**config.mk**
```make
export PLATFORM = sky130hd
export DESIGN_NAME = binary_to_bcd_flat
export DESIGN_NICKNAME = d
export VERILOG_FILES = /design/src/rtl/binary_to_bcd_if.sv /design/src/rtl/binary_to_bcd.sv /design/src/flat_wrapper.sv
export SDC_FILE = /design/constraint.sdc
export NUM_CORES = 1
export LEC_CHECK = 0
export BUFFER_PORTS_ARGS = -buffer_cell sky130_fd_sc_hd__buf_2
export CAP_MARGIN = 20
export CORE_MARGIN = 2
export CORE_UTILIZATION = 53
export CTS_BUF_LIST = sky130_fd_sc_hd__clkbuf_8
export DETAILED_ROUTE_END_ITERATION = 10
export PLACE_DENSITY = 0.79
export RECOVER_POWER = 25
export SYNTH_ARGS = -nofsm -noshare
export SYNTH_HDL_FRONTEND = slang
export SYNTH_SLANG_ARGS = --single-unit
export TNS_END_PERCENT = 10
```
**constraint.sdc**
```tcl
create_clock -name clk -period 1.1 [get_ports clk]
set_input_delay 0.11 -clock clk [delete_from_list [all_inputs] [get_ports clk]]
set_output_delay 0.11 -clock clk [all_outputs]
set_load 0.05 [all_outputs]
```
**src/rtl/binary_to_bcd_if.sv**
```systemverilog
// Sample/result bundle for the binary-to-BCD converter: the input qualifier and data go in,
// and the valid strobe, packed BCD and per-digit breakouts come back.
interface binary_to_bcd_if #(
    parameter int DATA_W = 8,
    parameter int DIGITS = 3
);
    logic                  in_valid;
    logic [DATA_W-1:0]     data;
    logic                  out_valid;
    logic [3:0]            bit0;
    logic [3:0]            bit1;
    logic [3:0]            bit2;
    logic [4*DIGITS-1:0]   BCD;

    modport master (
        output in_valid, data,
        input  out_valid, bit0, bit1, bit2, BCD
    );

    modport slave (
        input  in_valid, data,
        output out_valid, bit0, bit1, bit2, BCD
    );
endinterface

```
**src/rtl/binary_to_bcd.sv**
```systemverilog
// Double-dabble binary-to-BCD converter with registered outputs and a valid strobe.
// Define BIN2BCD_PIPELINE_EN to register every add-3/shift iteration (latency DATA_W+1 instead of 1).
module binary_to_bcd #(
    parameter int DATA_W = 8,
    parameter int DIGITS = 3
) (
    input  logic            clk,
    input  logic            rst_n,
    binary_to_bcd_if.slave  bus
);

    localparam int BCD_W = 4 * DIGITS;
    localparam longint unsigned MAX_IN = (64'd1 << DATA_W) - 64'd1;

    function automatic longint unsigned pow10(input int n);
        longint unsigned p;
        p = 64'd1;
        for (int i = 0; i < n; i++) begin
            p = p * 64'd10;
        end
        return p;
    endfunction

    if ((DATA_W < 4) || (DATA_W > 16)) begin : g_bad_data_w
        $error("binary_to_bcd: DATA_W=%0d outside 4..16", DATA_W);
    end
    if (pow10(DIGITS) <= MAX_IN) begin : g_bad_digits
        $error("binary_to_bcd: DIGITS=%0d too small for DATA_W=%0d", DIGITS, DATA_W);
    end

    // One double-dabble iteration: correct every digit >= 5, then shift in the next data bit.
    function automatic logic [BCD_W-1:0] dabble_step(input logic [BCD_W-1:0] acc, input logic din);
        logic [BCD_W-1:0] adj;
        adj = acc;
        for (int i = 0; i < DIGITS; i++) begin
            if (adj[4*i +: 4] >= 4'd5) begin
                adj[4*i +: 4] = adj[4*i +: 4] + 4'd3;
            end
        end
        return {adj[BCD_W-2:0], din};
    endfunction

    logic               fin_vld;
    logic [BCD_W-1:0]   fin_bcd;

`ifdef BIN2BCD_PIPELINE_EN

    // Stage k holds the accumulator after k iterations plus the DATA_W-k data bits still to
    // be shifted in. Those remainders shrink by one bit per stage, so they are packed
    // back-to-back in a single triangular vector rather than a square array.
    localparam int REM_W = (DATA_W * (DATA_W - 1)) / 2;

    function automatic int rem_off(input int k);
        return (k - 1) * DATA_W - ((k - 1) * k) / 2;
    endfunction

    logic [BCD_W-1:0]   acc_q [1:DATA_W];
    logic [BCD_W-1:0]   acc_d [1:DATA_W];
    logic [DATA_W:1]    vld_q;
    logic [DATA_W:1]    vld_d;
    logic [REM_W-1:0]   rem_q;
    logic [REM_W-1:0]   rem_d;

    always_comb begin
        rem_d    = '0;
        acc_d[1] = dabble_step('0, bus.data[DATA_W-1]);
        vld_d[1] = bus.in_valid;
        for (int b = 0; b < DATA_W - 1; b++) begin
            rem_d[b] = bus.data[b];
        end
        for (int k = 2; k <= DATA_W; k++) begin
            acc_d[k] = dabble_step(acc_q[k-1], rem_q[rem_off(k-1) + DATA_W - k]);
            vld_d[k] = vld_q[k-1];
            for (int b = 0; b < DATA_W - k; b++) begin
                rem_d[rem_off(k) + b] = rem_q[rem_off(k-1) + b];
            end
        end
    end

    always_ff @(posedge clk or negedge rst_n) begin
        if (!rst_n) begin
            for (int k = 1; k <= DATA_W; k++) begin
                acc_q[k] <= '0;
            end
            vld_q <= '0;
            rem_q <= '0;
        end else begin
            for (int k = 1; k <= DATA_W; k++) begin
                acc_q[k] <= acc_d[k];
            end
            vld_q <= vld_d;
            rem_q <= rem_d;
        end
    end

    assign fin_vld = vld_q[DATA_W];
    assign fin_bcd = acc_q[DATA_W];

`else

    logic [BCD_W-1:0] bcd_d;

    always_comb begin
        bcd_d = '0;
        for (int i = DATA_W - 1; i >= 0; i--) begin
            bcd_d = dabble_step(bcd_d, bus.data[i]);
        end
    end

    assign fin_vld = bus.in_valid;
    assign fin_bcd = bcd_d;

`endif

    logic               out_valid_q;
    logic [BCD_W-1:0]   bcd_q;

    // The result register only loads on valid samples, so idle cycles hold the last result.
    always_ff @(posedge clk or negedge rst_n) begin
        if (!rst_n) begin
            out_valid_q <= 1'b0;
            bcd_q       <= '0;
        end else begin
            out_valid_q <= fin_vld;
            if (fin_vld) begin
                bcd_q <= fin_bcd;
            end
        end
    end

    assign bus.out_valid = out_valid_q;
    assign bus.BCD       = bcd_q;
    assign bus.bit0      = bcd_q[3:0];
    assign bus.bit1      = bcd_q[7:4];

    if (DIGITS >= 3) begin : g_bit2
        assign bus.bit2 = bcd_q[11:8];
    end else begin : g_no_bit2
        assign bus.bit2 = 4'd0;
    end

endmodule

```
**src/flat_wrapper.sv**
```systemverilog
// flat-port wrapper written by rule: the top's interface ports become plain ports
module binary_to_bcd_flat 
#(
    parameter int DATA_W = 8,
    parameter int DIGITS = 3
)
  (clk, rst_n, bus_in_valid, bus_data, bus_out_valid, bus_bit0, bus_bit1, bus_bit2, bus_BCD);
  binary_to_bcd_if #(.DATA_W(DATA_W), .DIGITS(DIGITS)) bus_i ();
  input  logic clk;
  input  logic rst_n;
  input wire logic [$bits(bus_i.in_valid)-1:0] bus_in_valid;
  input wire logic [$bits(bus_i.data)-1:0] bus_data;
  output wire logic [$bits(bus_i.out_valid)-1:0] bus_out_valid;
  output wire logic [$bits(bus_i.bit0)-1:0] bus_bit0;
  output wire logic [$bits(bus_i.bit1)-1:0] bus_bit1;
  output wire logic [$bits(bus_i.bit2)-1:0] bus_bit2;
  output wire logic [$bits(bus_i.BCD)-1:0] bus_BCD;
  assign bus_i.in_valid = bus_in_valid;
  assign bus_i.data = bus_data;
  assign bus_out_valid = bus_i.out_valid;
  assign bus_bit0 = bus_i.bit0;
  assign bus_bit1 = bus_i.bit1;
  assign bus_bit2 = bus_i.bit2;
  assign bus_BCD = bus_i.BCD;
  binary_to_bcd #(.DATA_W(DATA_W), .DIGITS(DIGITS)) u_core (.clk(clk), .rst_n(rst_n), .bus(bus_i));
endmodule
```
; ---- Word level (Yosys, flattened, before mapping)
; Cells that the tools add are included.
[classes]
mux = 7
n_addsub = 7
magnitude_cmp = 7
[op_table]
columns = op, n
row1 = 2-to-1 mux 4 bit, 7
row2 = adder 4 x 2 -> 4 bit (second input constant), 5
row3 = >= comparator 4 x 3 -> 1 bit (second input constant), 5
row4 = adder 3 x 2 -> 4 bit (second input constant), 2
row5 = >= comparator 3 bit (second input constant), 2
[totals]
out_inout_bits = 25
register_bits = 11

; ---- Depth between registers and ports, before layout
; Gate-level depths: netlist of the first run.
[depth]
depth_word = 10
mapped_depth = 22
depth_no_buf = 21

; ---- Worst setup path after synthesis of the first run
; OpenSTA, ideal clock, no wires.
[synth_timing]
path_kind = in2reg
from = in bus_data[6]
to = reg u_core.bcd_q[5] (netlist: u_core.bus.BCD[5])
required_ns = 1.018
arrival_time_ns = 4.381
path_buffers = 1
path_slack_ns = -3.363
path_stages = 22
path_cell_list = inv_1 ha_1 o21ai_1 xnor2_1 ha_1 nand2b_1 a32oi_2 xnor2_1 inv_1 ha_1 nor2b_1 or3_1 buf_6 and3_4 a2111oi_4 xor2_2 inv_2 ha_1 or3b_2 a21boi_0 o21ai_0 a31oi_1
[synth_via]
elab_chain_cells = 10
[synth_rtl]
columns = item, line
row1 = start: declaration, flat_wrapper.sv:12  ; input wire logic [$bits(bus_i.data)-1:0] bus_data;
row2 = adder 3 x 2 -> 4 bit / >= comparator 3 bit (equally long branches), "binary_to_bcd.sv:37, binary_to_bcd.sv:36"
row3 = 2-to-1 mux 4 bit (*), binary_to_bcd.sv:36  ; if (adj[4*i +: 4] >= 4'd5) begin
row4 = adder 4 x 2 -> 4 bit / >= comparator 4 x 3 -> 1 bit (equally long branches), "binary_to_bcd.sv:37, binary_to_bcd.sv:36"
row5 = 2-to-1 mux 4 bit, binary_to_bcd.sv:36
row6 = >= comparator 4 x 3 -> 1 bit / adder 4 x 2 -> 4 bit (equally long branches), "binary_to_bcd.sv:36, binary_to_bcd.sv:37"
row7 = 2-to-1 mux 4 bit, binary_to_bcd.sv:36
row8 = "adder 4 x 2 -> 4 bit, or another cell as far along", binary_to_bcd.sv:37  ; adj[4*i +: 4] = adj[4*i +: 4] + 4'd3;
row9 = 2-to-1 mux 4 bit, binary_to_bcd.sv:36
row10 = adder 4 x 2 -> 4 bit / >= comparator 4 x 3 -> 1 bit (equally long branches), "binary_to_bcd.sv:37, binary_to_bcd.sv:36"
row11 = 2-to-1 mux 4 bit (*), binary_to_bcd.sv:36
row12 = end signal: assignment, binary_to_bcd.sv:126  ; bcd_q <= fin_bcd;
row13 = end: declaration, binary_to_bcd.sv:116  ; logic [BCD_W-1:0] bcd_q;
; Every way passes the cells marked *; elsewhere a longest branch is shown, timed or not.
; A chain may end at the register's enable or synchronous reset.

; ---- Worst setup path after layout of the first run
; Ends and elaborated chain as after synthesis.

==> qor_table.md, run 1 <==
| Metric | Value |
|:---|:---|
| Result of the run | finished with violations |
| Yosys warning count | 0 |
| Diode count | 0 |
| Worst-path cell with the longest stage delay | or3_4 |
| Gate family responsible for the most delay along the worst path | simple AND/OR/NAND/NOR gates |
| Slack of the critical path | -2440 ps |
| Worst slack on hold paths | 97.1 ps |
| Final Util | 86.9% |
| Post-synthesis cell type with the largest combined area | dfrtp_1 |
| Largest fanout on the critical path | 3 |
| List of cells traversed by the critical path | buf_12, inv_12, ha_4, o21ai_4, xnor2_2, ha_2, nand2b_4, a32oi_4, xnor2_2, inv_2, ha_4, nor2b_4, or3_4, and3_4, a2111oi_4, xor2_2, inv_2, ha_4, or3b_4, a21boi_2, o21ai_1, a31oi_1 |
| Multi-input gate area in the final layout | 1220 um2 |
| Cells after Synth | 185 |
| Vias per std cell | 6.58 |
| Sequential cell area | 275 um2 |
| Area of the core region | 2690 um2 |
| Filler cell count | 125 |
| Switching part of the total power | 51.7% |
| Leakage power of the design | 1.11 nW |
| Port bufs | 31 |
| Worst IR drop on VDD | 0.00235 V |
| Largest cells by area after synthesis | dfrtp_1 19%, buf_4 7.7%, ha_1 6.0%, a21oi_1 4.4%, nand2_1 4.1% |
| NetSw | 2.13 mW |
| Kind of end point of the critical path | flip-flop |
| Number of max-capacitance violations reported | 0 |
| Total via count after detailed routing | 1,995 |
| Setup WS pre-CTS | -2910 ps |
| Maximum frequency from static timing analysis | 282 MHz |
| Post-synth ARST share | 100% |
| TritonCTS clock tree | done |
| Relative slew margins | 60.8% |
| Total CTS buffers | 3 |
| Area growth syn-to-layout | 59.6% |
| Count of endpoints failing setup in the final report | 9 |
| Endpoints failing hold | 0 |
| Initial antenna violation count | 0 |
| Synthesized area divided by synthesized cell count | 7.91 um2 |
| Count of TritonRoute iterations in the first routing pass | 6 |
| Clock transition at the registers of the reported paths | 50 ps |
| Total of flip-flops plus latches after synthesis | 11 |
| Type of origin of the critical path | input pin |
| Total cell area at the placement stage | 2050 um2 |
| Post-Synthesis Cell Area | 1460 um2 |
| Max-slew violation count | 0 |
| Net count of the finished layout | 291 |
| Total non-filler cell area in the finished layout | 2330 um2 |
| Remaining antenna violation count | 0 |
| Detailed placement HPWL | 3.54 mm |
| Worst-skew pair later-pin latency | 240 ps |
| Largest incremental delay on the critical path | 380 ps |
| Number of DRC markers after the initial detailed-route iteration | 246 |
| First-pass GRT wire length | 9.11 mm |
| Root Buffer | clkbuf_8 |
| Sum of overflow across all layers after global routing | 0 |
| Total DRC errors in the routed layout | 0 |
| Routed length per placed instance | 20.1 um |
| Total wire length | 6.10 mm |
| Top cell type's share of synthesized area | 18.8% |
| Crit path required time | 1260 ps |
| Critical path class | input pin to flip-flop |
| Proportion of synthesized chip area in sequential cells | 18.8% |
| Min Tclk post-route | 3540 ps |
| Cell area power density | 1760 nW/um2 |
| Sink count of the clock tree | 11 |
| Pin count of the biggest net entering global routing | 17 |
| Final period util | 322% |
| Width of the die | 56.5 um |
| Cell repeated most along the worst path | ha_4 |
| Vias in the first global route | 1,917 |
| Largest clock skew in the final design | 0 ps |
| Number of levels in the clock H-tree | 1 |
| Hold Crit Class | input pin to flip-flop |
| Register share of total power | 14.2% |
| Starting Density | 54.4% |
| Most common flop cell mapped by yosys | dfrtp_1 |
| Internal power consumption | 1.99 mW |
| Actual slew at the worst max-slew pin | 588 ps |
| FP Rows | 19 |
| Global routing usage summed across all routing layers | 36.3% |
| Die height | 56.5 um |
| Violated checks | setup timing |
| Die area | 3200 um2 |
| Number of enable flip-flop cells after synthesis | 0 |
| Count of cell types in the netlist | 56 |
| Unrepaired setup endpoints after global routing | yes |
| Share of total power in combinational logic | 76.2% |
| Maximum buffer depth of the clock tree | 2 |
| Count of boundary I/O pins | 36 |
| Fraction of power consumed by the clock network | 9.6% |
| Setup TNS after final layout | -20,050 ps |
| Arr. time, crit path | 3700 ps |
| Fraction of final layout cells with drive strength greater than 1 | 53.7% |
| Count of buffer and inverter cells on the critical path | 4 |
| Final estimated routing congestion in global placement | 0.945 |
stage by stage:
stage	std cells	power (mW)
after global routing	303	4.22
after CTS	300	3.75
after global placement	287	3.03
final	303	4.11
after floorplan	188	2.41
after detailed placement	287	3.12
worst reg2reg max path, cell delays in order (launching register included):
cell and delay (ps):
dfrtp_1 380, nand2_1 70, o31ai_1 80, a31o_2 230
power by group through the flow:
stage	registers, mW	clock network (mW)	logic [mW]
2_1_floorplan	0.914	0	1.50
3_3_place_gp	0.565	0	2.47
3_5_place_dp	0.572	0	2.55
4_1_cts	0.572	0.389	2.79
5_1_grt	0.586	0.400	3.23
6_report	0.583	0.395	3.14
synthesized netlist by cell type, drive strengths merged, types with 3 or more instances:
cell type / instances
buf: 18
nand2: 16
a21oi: 13
nor2: 13
dfrtp: 11
inv: 10
o21ai: 9
a211oi: 7
ha: 7
a31oi: 6
nand3: 6
a32oi: 5
mux2: 5
nand2b: 5
nor2b: 5
or3: 4
and3: 3
timing repair:
| action | CTS | global route |
|---|---|---|
| resized for setup | 22 | 11 |
| hold buffers | 1 | 0 |
| setup buffers | 8 | 3 |
| setup endpoints to repair | 9 | 9 |
| cloned | 0 | 0 |
| endpoints found under the hold margin | 11 | 0 |
| pin swaps | 19 | 7 |
cell type report:
cell class | instances | share of cell area, %
Timing Repair Buffer | 101 | 30.2
Clock inverter | 1 | 0.161
Sequential cell | 11 | 11.8
Inverter | 10 | 2.14
Clock buffer | 3 | 1.77
Multi-Input combinational cell | 146 | 52.3
Tap cell | 31 | 1.66
metal layers:
metal  GRT usage, %  vias to the layer above  wire [um]
met3           5.76                       66        584
met4           19.7                        0        420
met5              0                        -          0
li1               -                      843          -
met2           65.4                      189       2960
met1           39.9                      897       2140
kinds of logic (layout without fill, tap and decap cells):
family	Yosys count	count (layout)	share of synthesized area, %
compound gates	62	62	31.4
mux	7	7	5.22
xor+xnor	4	4	2.91
buf+inv	31	115	13.3
flops	11	11	18.8
simple gates	62	62	22.2
other cells	1	4	0.256
fa+ha+maj	7	7	5.99
placed cells by master (no fill, tap or decap), types with 4 or more instances in the layout:
master / instances
buf_2: 27
mux2_2: 5
a21oi_1: 10
buf_4: 68
nor2_1: 12
nor2b_1: 4
dfrtp_1: 11
conb_1: 4
nand2_1: 16
o21ai_0: 4
inv_1: 8
ha_4: 4
a31oi_1: 6
a211oi_1: 5
nand3_1: 5
final timing paths:
| kind | from | slack [ps] | to | cells after the start |
|---|---|---|---|---|
| setup / recovery | bus_data[6] | -2440 | u_core.bus.BCD[5] | 22 |
| setup reg to reg | u_core.bus.BCD[2] | 220 | u_core.bus.BCD[2] | 3 |
| hold / removal | bus_data[0] | 100 | u_core.bus.BCD[0] | 2 |
| max in group asynchronous | rst_n | 330 | u_core.bus.BCD[2] | 2 |
| min in group asynchronous | rst_n | 390 | u_core.bus.BCD[0] | 2 |
| hold reg to reg | u_core.bus.BCD[0] | 520 | u_core.bus.BCD[0] | 1 |
registers in the layout, summed over array words and instances, names as in the netlist:
register              count
u_core.bus.out_valid      1
u_core.bus.BCD           10
Power figures use the tool's default switching activity.
==> run 2, diff against run 1 <==
CORE_UTILIZATION = 30   (was 53)
GPL_ROUTABILITY_DRIVEN = 0   (was default)
PLACE_DENSITY = default   (was 0.79)
==> run 2 against run 1 <==
The run still ends with setup timing left. Cell count increased by 14%. Combinational power fell by 6.7%. Setup slack improved by 61 ps. Clock skew unchanged. Largest power group unchanged. Total power decreased by 5.2%. Sequential cell count stayed put. Final area is 3.1% higher. Worst hold slack better by 8.1 ps. Register-to-register slack better by 20 ps. Non-clock buffer count grew 7. Largest cell class unchanged. Critical path type unchanged. First-iteration DRC count decreased by 70%.
==> qor_table.md, run 2 (synthesis results as in run 1) <==
| Metric | Value | vs previous |
|:---|:---|:---|
| Count of boundary I/O pins | 36 | unchanged |
| Port bufs | 31 | unchanged |
| Remaining antenna violation count | 0 | unchanged |
| Type of origin of the critical path | input pin |  |
| Area growth syn-to-layout | 64.6% |  |
| Width of the die | 73.8 um | +31% |
| Endpoints failing hold | 0 | unchanged |
| Total via count after detailed routing | 1,650 | -17% |
| Largest clock skew in the final design | 0 ps | unchanged |
| Total CTS buffers | 3 | unchanged |
| Relative slew margins | 57.7% | -3.1 points |
| First-pass GRT wire length | 6.60 mm | -28% |
| Clock transition at the registers of the reported paths | 50 ps | about the same |
| Routed length per placed instance | 12.3 um | -39% |
| Hold Crit Start | bus_data[0] |  |
| Kind of end point of the critical path | flip-flop |  |
| Cell repeated most along the worst path | ha_4 |  |
| Detailed placement HPWL | 3.28 mm | -7.5% |
| Number of levels in the clock H-tree | 1 | unchanged |
| TritonCTS clock tree | done |  |
| Vias in the first global route | 1,460 | -24% |
| Critical path class | input pin to flip-flop |  |
| Hold Crit Class | input pin to flip-flop |  |
| Net count of the finished layout | 298 | +2.4% |
| Sink count of the clock tree | 11 | unchanged |
| Sum of internal, switching and leakage power | 3.90 mW | -5.2% |
| Unrepaired setup endpoints after global routing | yes |  |
| Pin count of the biggest net entering global routing | 15 | -2 |
| Worst-path cell with the longest stage delay | or3_4 |  |
| FP Rows | 25 | +6 |
| Hold Crit Endpoint | u_core.bus.BCD[0] |  |
| Area of the core region | 4720 um2 | +76% |
| Most common cell after layout, fill and taps aside | buf_4 |  |
| Sum of overflow across all layers after global routing | 0 | unchanged |
| Slack of the critical path | -2380 ps | +61.3 ps |
| Largest incremental delay on the critical path | 370 ps | about the same |
| Starting Density | 31.0% | -23 points |
| Maximum frequency from static timing analysis | 287 MHz | +1.8% |
| Count of cells along the worst hold path | 2 | unchanged |
| Count of TritonRoute iterations in the first routing pass | 4 | -2 |
| Fraction of final layout cells with drive strength greater than 1 | 52.3% | -1.3 points |
| Multi-input gate area in the final layout | 1180 um2 | -3.1% |
| Source of the worst register-to-register timing path | u_core.bus.BCD[2] |  |
| Global routing usage summed across all routing layers | 15.3% | -21 points |
| Sequential cell area | 275 um2 | unchanged |
| Final Util | 51.0% | -36 points |
| Critical path launch point | bus_data[6] |  |
| Worst-skew pair later-pin latency | 240 ps | about the same |
| Root Buffer | clkbuf_8 |  |
| Die area | 5450 um2 | +71% |
| Largest register FFs | 10 | unchanged |
| Arr. time, crit path | 3640 ps | -60 ps |
| Initial antenna violation count | 0 | unchanged |
| Final period util | 316% | -5.6 points |
| Result of the run | finished with violations |  |
| Endpoint of the lowest-slack register-to-register path | u_core.bus.BCD[2] |  |
| Count of endpoints failing setup in the final report | 9 | unchanged |
| Worst IR drop on VDD | 0.000788 V | -66% |
| Cell area power density | 1620 nW/um2 | -8.1% |
| Crit path required time | 1260 ps | about the same |
| Actual slew at the worst max-slew pin | 634 ps | +46.1 ps |
| Total DRC errors in the routed layout | 0 | unchanged |
| List of cells traversed by the critical path | buf_12, inv_12, ha_4, o21ai_4, xnor2_2, ha_2, nand2b_4, a32oi_4, xnor2_2, inv_2, ha_4, nor2b_4, or3_4, and3_4, a2111oi_4, xor2_2, inv_2, ha_4, or3b_4, a21boi_2, o21ai_1, a31oi_1 |  |
| Total wire length | 4.25 mm | -30% |
| Number of DRC markers after the initial detailed-route iteration | 74 | -70% |
| Depth of the most critical reg-to-reg path | 3 | unchanged |
| Violated checks | setup timing |  |
| Die height | 73.8 um | +31% |
| Maximum buffer depth of the clock tree | 2 | unchanged |
| Worst R2R Setup Slack | 240 ps | +20 ps |
| Largest fanout on the critical path | 3 | unchanged |
| Number of max-capacitance violations reported | 0 | unchanged |
| Leakage power of the design | 1.13 nW | +2.3% |
| Diode count | 0 | unchanged |
| Filler cell count | 430 | +240% |
| Most frequent cells in the layout | 70 x buf_4, 28 x buf_2, 15 x nand2_1, 13 x nor2_1, 12 x a21oi_1 |  |
| Min Tclk post-route | 3480 ps | -61.3 ps |
| Max-slew violation count | 0 | unchanged |
| Vias per std cell | 4.77 | -28% |
[run 2: power breakdown]
part | total (mW) | switching, mW | internal (mW)
registers | 0.566 | 0.0642 | 0.502
clock network | 0.401 | 0.156 | 0.245
logic | 2.93 | 1.68 | 1.25
total | 3.90 | 1.90 | 2.00
[run 2: worst max path at each step]
stage               cells after the start  slack, ps                end
detailed placement                     23      -2820  u_core.bus.BCD[5]
global placement                       22      -2700  u_core.bus.BCD[5]
floorplan                              22      -2880  u_core.bus.BCD[5]
global route                           22      -2530  u_core.bus.BCD[5]
finish                                 22      -2380  u_core.bus.BCD[5]
CTS                                    22      -2380  u_core.bus.BCD[5]
[run 2: per-layer routing]
metal / vias to the layer above / GRT usage, % / part of all wire [%]
li1: 852 / - / -
met1: 770 / 20.1 / 46
met2: 28 / 27.2 / 52
met3: 0 / 2.61 / 2.4
met4: 0 / 1.21 / 0
met5: - / 0 / 0
[run 2: stage by stage]
stage	setup slack, ps	hold slack [ps]	TNS (ps)	std cells	cell area (um2)
after floorplan	-2880	-186	-21150	188	1580
after global placement	-2700	-6.50	-21870	330	2150
after detailed placement	-2820	-6.21	-22490	330	2150
after CTS	-2380	102	-18890	343	2360
after global routing	-2530	101	-20330	346	2410
final	-2380	105	-18810	346	2410
[run 2: what timing repair did]
item	4_1_cts	5_1_grt
gates resized for setup	22	5
hold endpoints to repair	11	0
setup endpoints to repair	9	9
pin swaps	22	12
buffers inserted	8	3
hold buffers	1	0
gates cloned	0	0
[run 2: final cells by class]
class                   count  area share, %
inverters                  10           2.08
well taps                  67           3.48
repair buffers            108           32.0
clock inverters             1          0.156
multi-input cells         146           49.1
flip-flops and latches     11           11.4
clock buffers               3           1.72
[run 2: critical path: cells and delay by family]
| family | cells | cell delay (ps) |
|---|---|---|
| XOR/XNOR | 3 | 450 |
| buffers and inverters | 4 | 310 |
| AND/OR/NAND/NOR | 5 | 1110 |
| AO/OA/AOI/OAI | 6 | 980 |
| adder cells (fa/ha/maj) | 4 | 680 |
==> run 3, diff against run 2 <==
CELL_PAD_IN_SITES_DETAIL_PLACEMENT = 0   (was default)
CELL_PAD_IN_SITES_GLOBAL_PLACEMENT = 1   (was default)
PLACE_DENSITY_LB_ADDON = 0.1   (was default)
==> run 3 against run 2 <==
The run still ends with setup timing left. Via count rose by 1.5%. Clock-buffer cell count stayed put. Sequential cell count unchanged. Highest routed layer is now met4. Total power is 2.4% lower. Non-clock buffer count shrank 9. Register-to-register slack gained 20 ps. Combinational power fell by 3%. Critical endpoint unchanged. Clock power decreased by 3%. Setup slack improved by 47 ps. Maximum frequency rose by 1.4%.
==> qor_table.md, run 3 (synthesis results as in run 1) <==
| Metric | Value | vs previous |
|:---|:---|:---|
| Total CTS buffers | 3 | unchanged |
| Total wire length | 4.31 mm | +1.4% |
| FP Rows | 25 | unchanged |
| Root Buffer | clkbuf_8 |  |
| Final period util | 312% | -4.2 points |
| Die height | 73.8 um | unchanged |
| Largest register FFs | 10 | unchanged |
| Pin count of the biggest net entering global routing | 12 | -3 |
| Largest clock skew in the final design | 0 ps | unchanged |
| Area of the core region | 4720 um2 | unchanged |
| Critical path class | input pin to flip-flop |  |
| NetSw | 1.87 mW | -1.7% |
| Violated checks | setup timing |  |
| Slack of the critical path | -2330 ps | +46.5 ps |
| Diode count | 0 | unchanged |
| Endpoints failing hold | 0 | unchanged |
| Kind of end point of the critical path | flip-flop |  |
| Fraction of final layout cells with drive strength greater than 1 | 50.7% | -1.6 points |
| Type of origin of the critical path | input pin |  |
| Worst IR drop on VDD | 0.000817 V | +3.7% |
| Largest fanout on the critical path | 4 | +1 |
| Remaining antenna violation count | 0 | unchanged |
| Maximum frequency from static timing analysis | 291 MHz | +1.4% |
| Cell repeated most along the worst path | ha_4 |  |
| Net count of the finished layout | 289 | -3.0% |
| Number of max-capacitance violations reported | 0 | unchanged |
| Filler cell count | 487 | +13% |
| Clock transition at the registers of the reported paths | 50 ps | about the same |
| Internal power consumption | 1.94 mW | -3.1% |
| Max-slew violation count | 0 | unchanged |
| Worst-skew pair later-pin latency | 230 ps | about the same |
| List of cells traversed by the critical path | buf_12, inv_12, ha_4, o21ai_4, xnor2_2, ha_2, nand2b_4, a32oi_4, xnor2_2, inv_2, ha_4, nor2b_4, o311a_4, and3_4, a2111oi_4, xor2_2, inv_2, ha_4, or3b_4, a21boi_2, o21ai_1, a31oi_1 |  |
| Worst slack on hold paths | 116 ps | +11.2 ps |
| Total via count after detailed routing | 1,674 | +1.5% |
| Hold Crit Class | input pin to flip-flop |  |
| Switching part of the total power | 49.0% | +0.36 points |
| Leakage power of the design | 1.09 nW | -3.9% |
| Crit path required time | 1260 ps | about the same |
| Most frequent cells in the layout | 65 x buf_4, 28 x buf_2, 15 x nand2_1, 13 x nor2_1, 12 x a21oi_1 |  |
| Sum of overflow across all layers after global routing | 0 | unchanged |
| Result of the run | finished with violations |  |
| Routed length per placed instance | 12.8 um | +4.1% |
| Count of boundary I/O pins | 36 | unchanged |
| Total DRC errors in the routed layout | 0 | unchanged |
| Min Tclk post-route | 3430 ps | -46.5 ps |
| TritonCTS clock tree | done |  |
| Die area | 5450 um2 | unchanged |
| Fraction of power consumed by the clock network | 10.2% | about the same |
| Count of TritonRoute iterations in the first routing pass | 4 | unchanged |
| Most common cell after layout, fill and taps aside | buf_4 |  |
| Detailed placement HPWL | 3.42 mm | +4.3% |
| Number of DRC markers after the initial detailed-route iteration | 82 | +11% |
| Number of levels in the clock H-tree | 1 | unchanged |
| Count of endpoints failing setup in the final report | 9 | unchanged |
| Unrepaired setup endpoints after global routing | yes |  |
| Width of the die | 73.8 um | unchanged |
| Initial antenna violation count | 0 | unchanged |
| Vias in the first global route | 1,592 | +9.0% |
| Sink count of the clock tree | 11 | unchanged |
| Largest incremental delay on the critical path | 370 ps | about the same |
| Port bufs | 31 | unchanged |
| Global routing usage summed across all routing layers | 16.2% | +0.92 points |
| Sum of internal, switching and leakage power | 3.80 mW | -2.4% |
| First-pass GRT wire length | 7.01 mm | +6.3% |
| Starting Density | 31.0% | unchanged |
| Setup WS pre-CTS | -2830 ps | -5.54 ps |
| Cell area power density | 1640 nW/um2 | +1.6% |
| Arr. time, crit path | 3590 ps | -50 ps |
| Register share of total power | 14.9% | +0.4 points |
| Area growth syn-to-layout | 58.2% |  |
| Actual slew at the worst max-slew pin | 616 ps | -18.2 ps |
| Vias per std cell | 4.97 | +4.2% |
| Share of total power in combinational logic | 74.9% | -0.3 points |
| Maximum buffer depth of the clock tree | 2 | unchanged |
| Relative slew margins | 58.9% | +1.2 points |
| Worst-path cell with the longest stage delay | or3b_4 |  |
-- run 3: metal layers --
layer / vias up / track usage [%] / share of wire, %
li1: 831 / - / -
met1: 810 / 20.3 / 44
met2: 31 / 29.7 / 52
met3: 2 / 2.88 / 3.3
met4: 0 / 1.82 / 0.56
met5: - / 0 / 0
-- run 3: metrics by stage --
| stage | utilization (%) | TNS (ps) | instances | area (um2) |
|---|---|---|---|---|
| 2_1_floorplan | - | -21150 | 188 | 1580 |
| 3_3_place_gp | 44.5 | -21700 | 323 | 2100 |
| 3_5_place_dp | 44.5 | -22470 | 323 | 2100 |
| 4_1_cts | 48.3 | -18770 | 335 | 2280 |
| 5_1_grt | 49.0 | -19950 | 337 | 2310 |
| 6_report | 49.0 | -18510 | 337 | 2310 |
-- run 3: power by group through the flow --
stage / clock network [mW] / registers [mW] / logic [mW]
global placement: 0 / 0.567 / 2.55
floorplan: 0 / 0.914 / 1.50
CTS: 0.403 / 0.568 / 2.76
finish: 0.390 / 0.566 / 2.85
global route: 0.421 / 0.584 / 3.06
detailed placement: 0 / 0.575 / 2.57
-- run 3: path summary, 6_finish.rpt --
kind / endpoint / startpoint / depth (start not counted) / slack, ps
worst max-delay path: u_core.bus.BCD[5] / bus_data[6] / 22 / -2330
worst min-delay path: u_core.bus.BCD[0] / bus_data[0] / 2 / 120
worst max register to register: u_core.bus.BCD[2] / u_core.bus.BCD[2] / 3 / 260
worst min register to register: u_core.bus.BCD[1] / u_core.bus.BCD[1] / 2 / 510
max in group asynchronous: u_core.bus.BCD[6] / rst_n / 2 / 300
min in group asynchronous: u_core.bus.BCD[3] / rst_n / 2 / 400
-- run 3: area by class of cell --
cell class | count | area, um2 | area share [%]
timing repair buffer | 99 | 696 | 30.1
sequential | 11 | 275 | 11.9
tap | 67 | 83.8 | 3.62
inverter | 10 | 50.0 | 2.16
clock buffer | 3 | 41.3 | 1.78
clock inverter | 1 | 3.75 | 0.162
multi-input combinational | 146 | 1160 | 50.3
-- run 3: worst max-delay path: cells and delay by family --
kind	cells	cell delay [ps]
buf+inv	4	300
xor+xnor	3	440
fa+ha+maj	4	670
simple gates	4	760
compound gates	7	1290
-- run 3: repair_timing --
action,CTS,global route
endpoints found under the hold margin,11,0
cloned,0,0
resized for setup,17,4
hold buffers,1,0
setup endpoints to repair,9,9
setup buffers,7,2
pin swaps,18,3
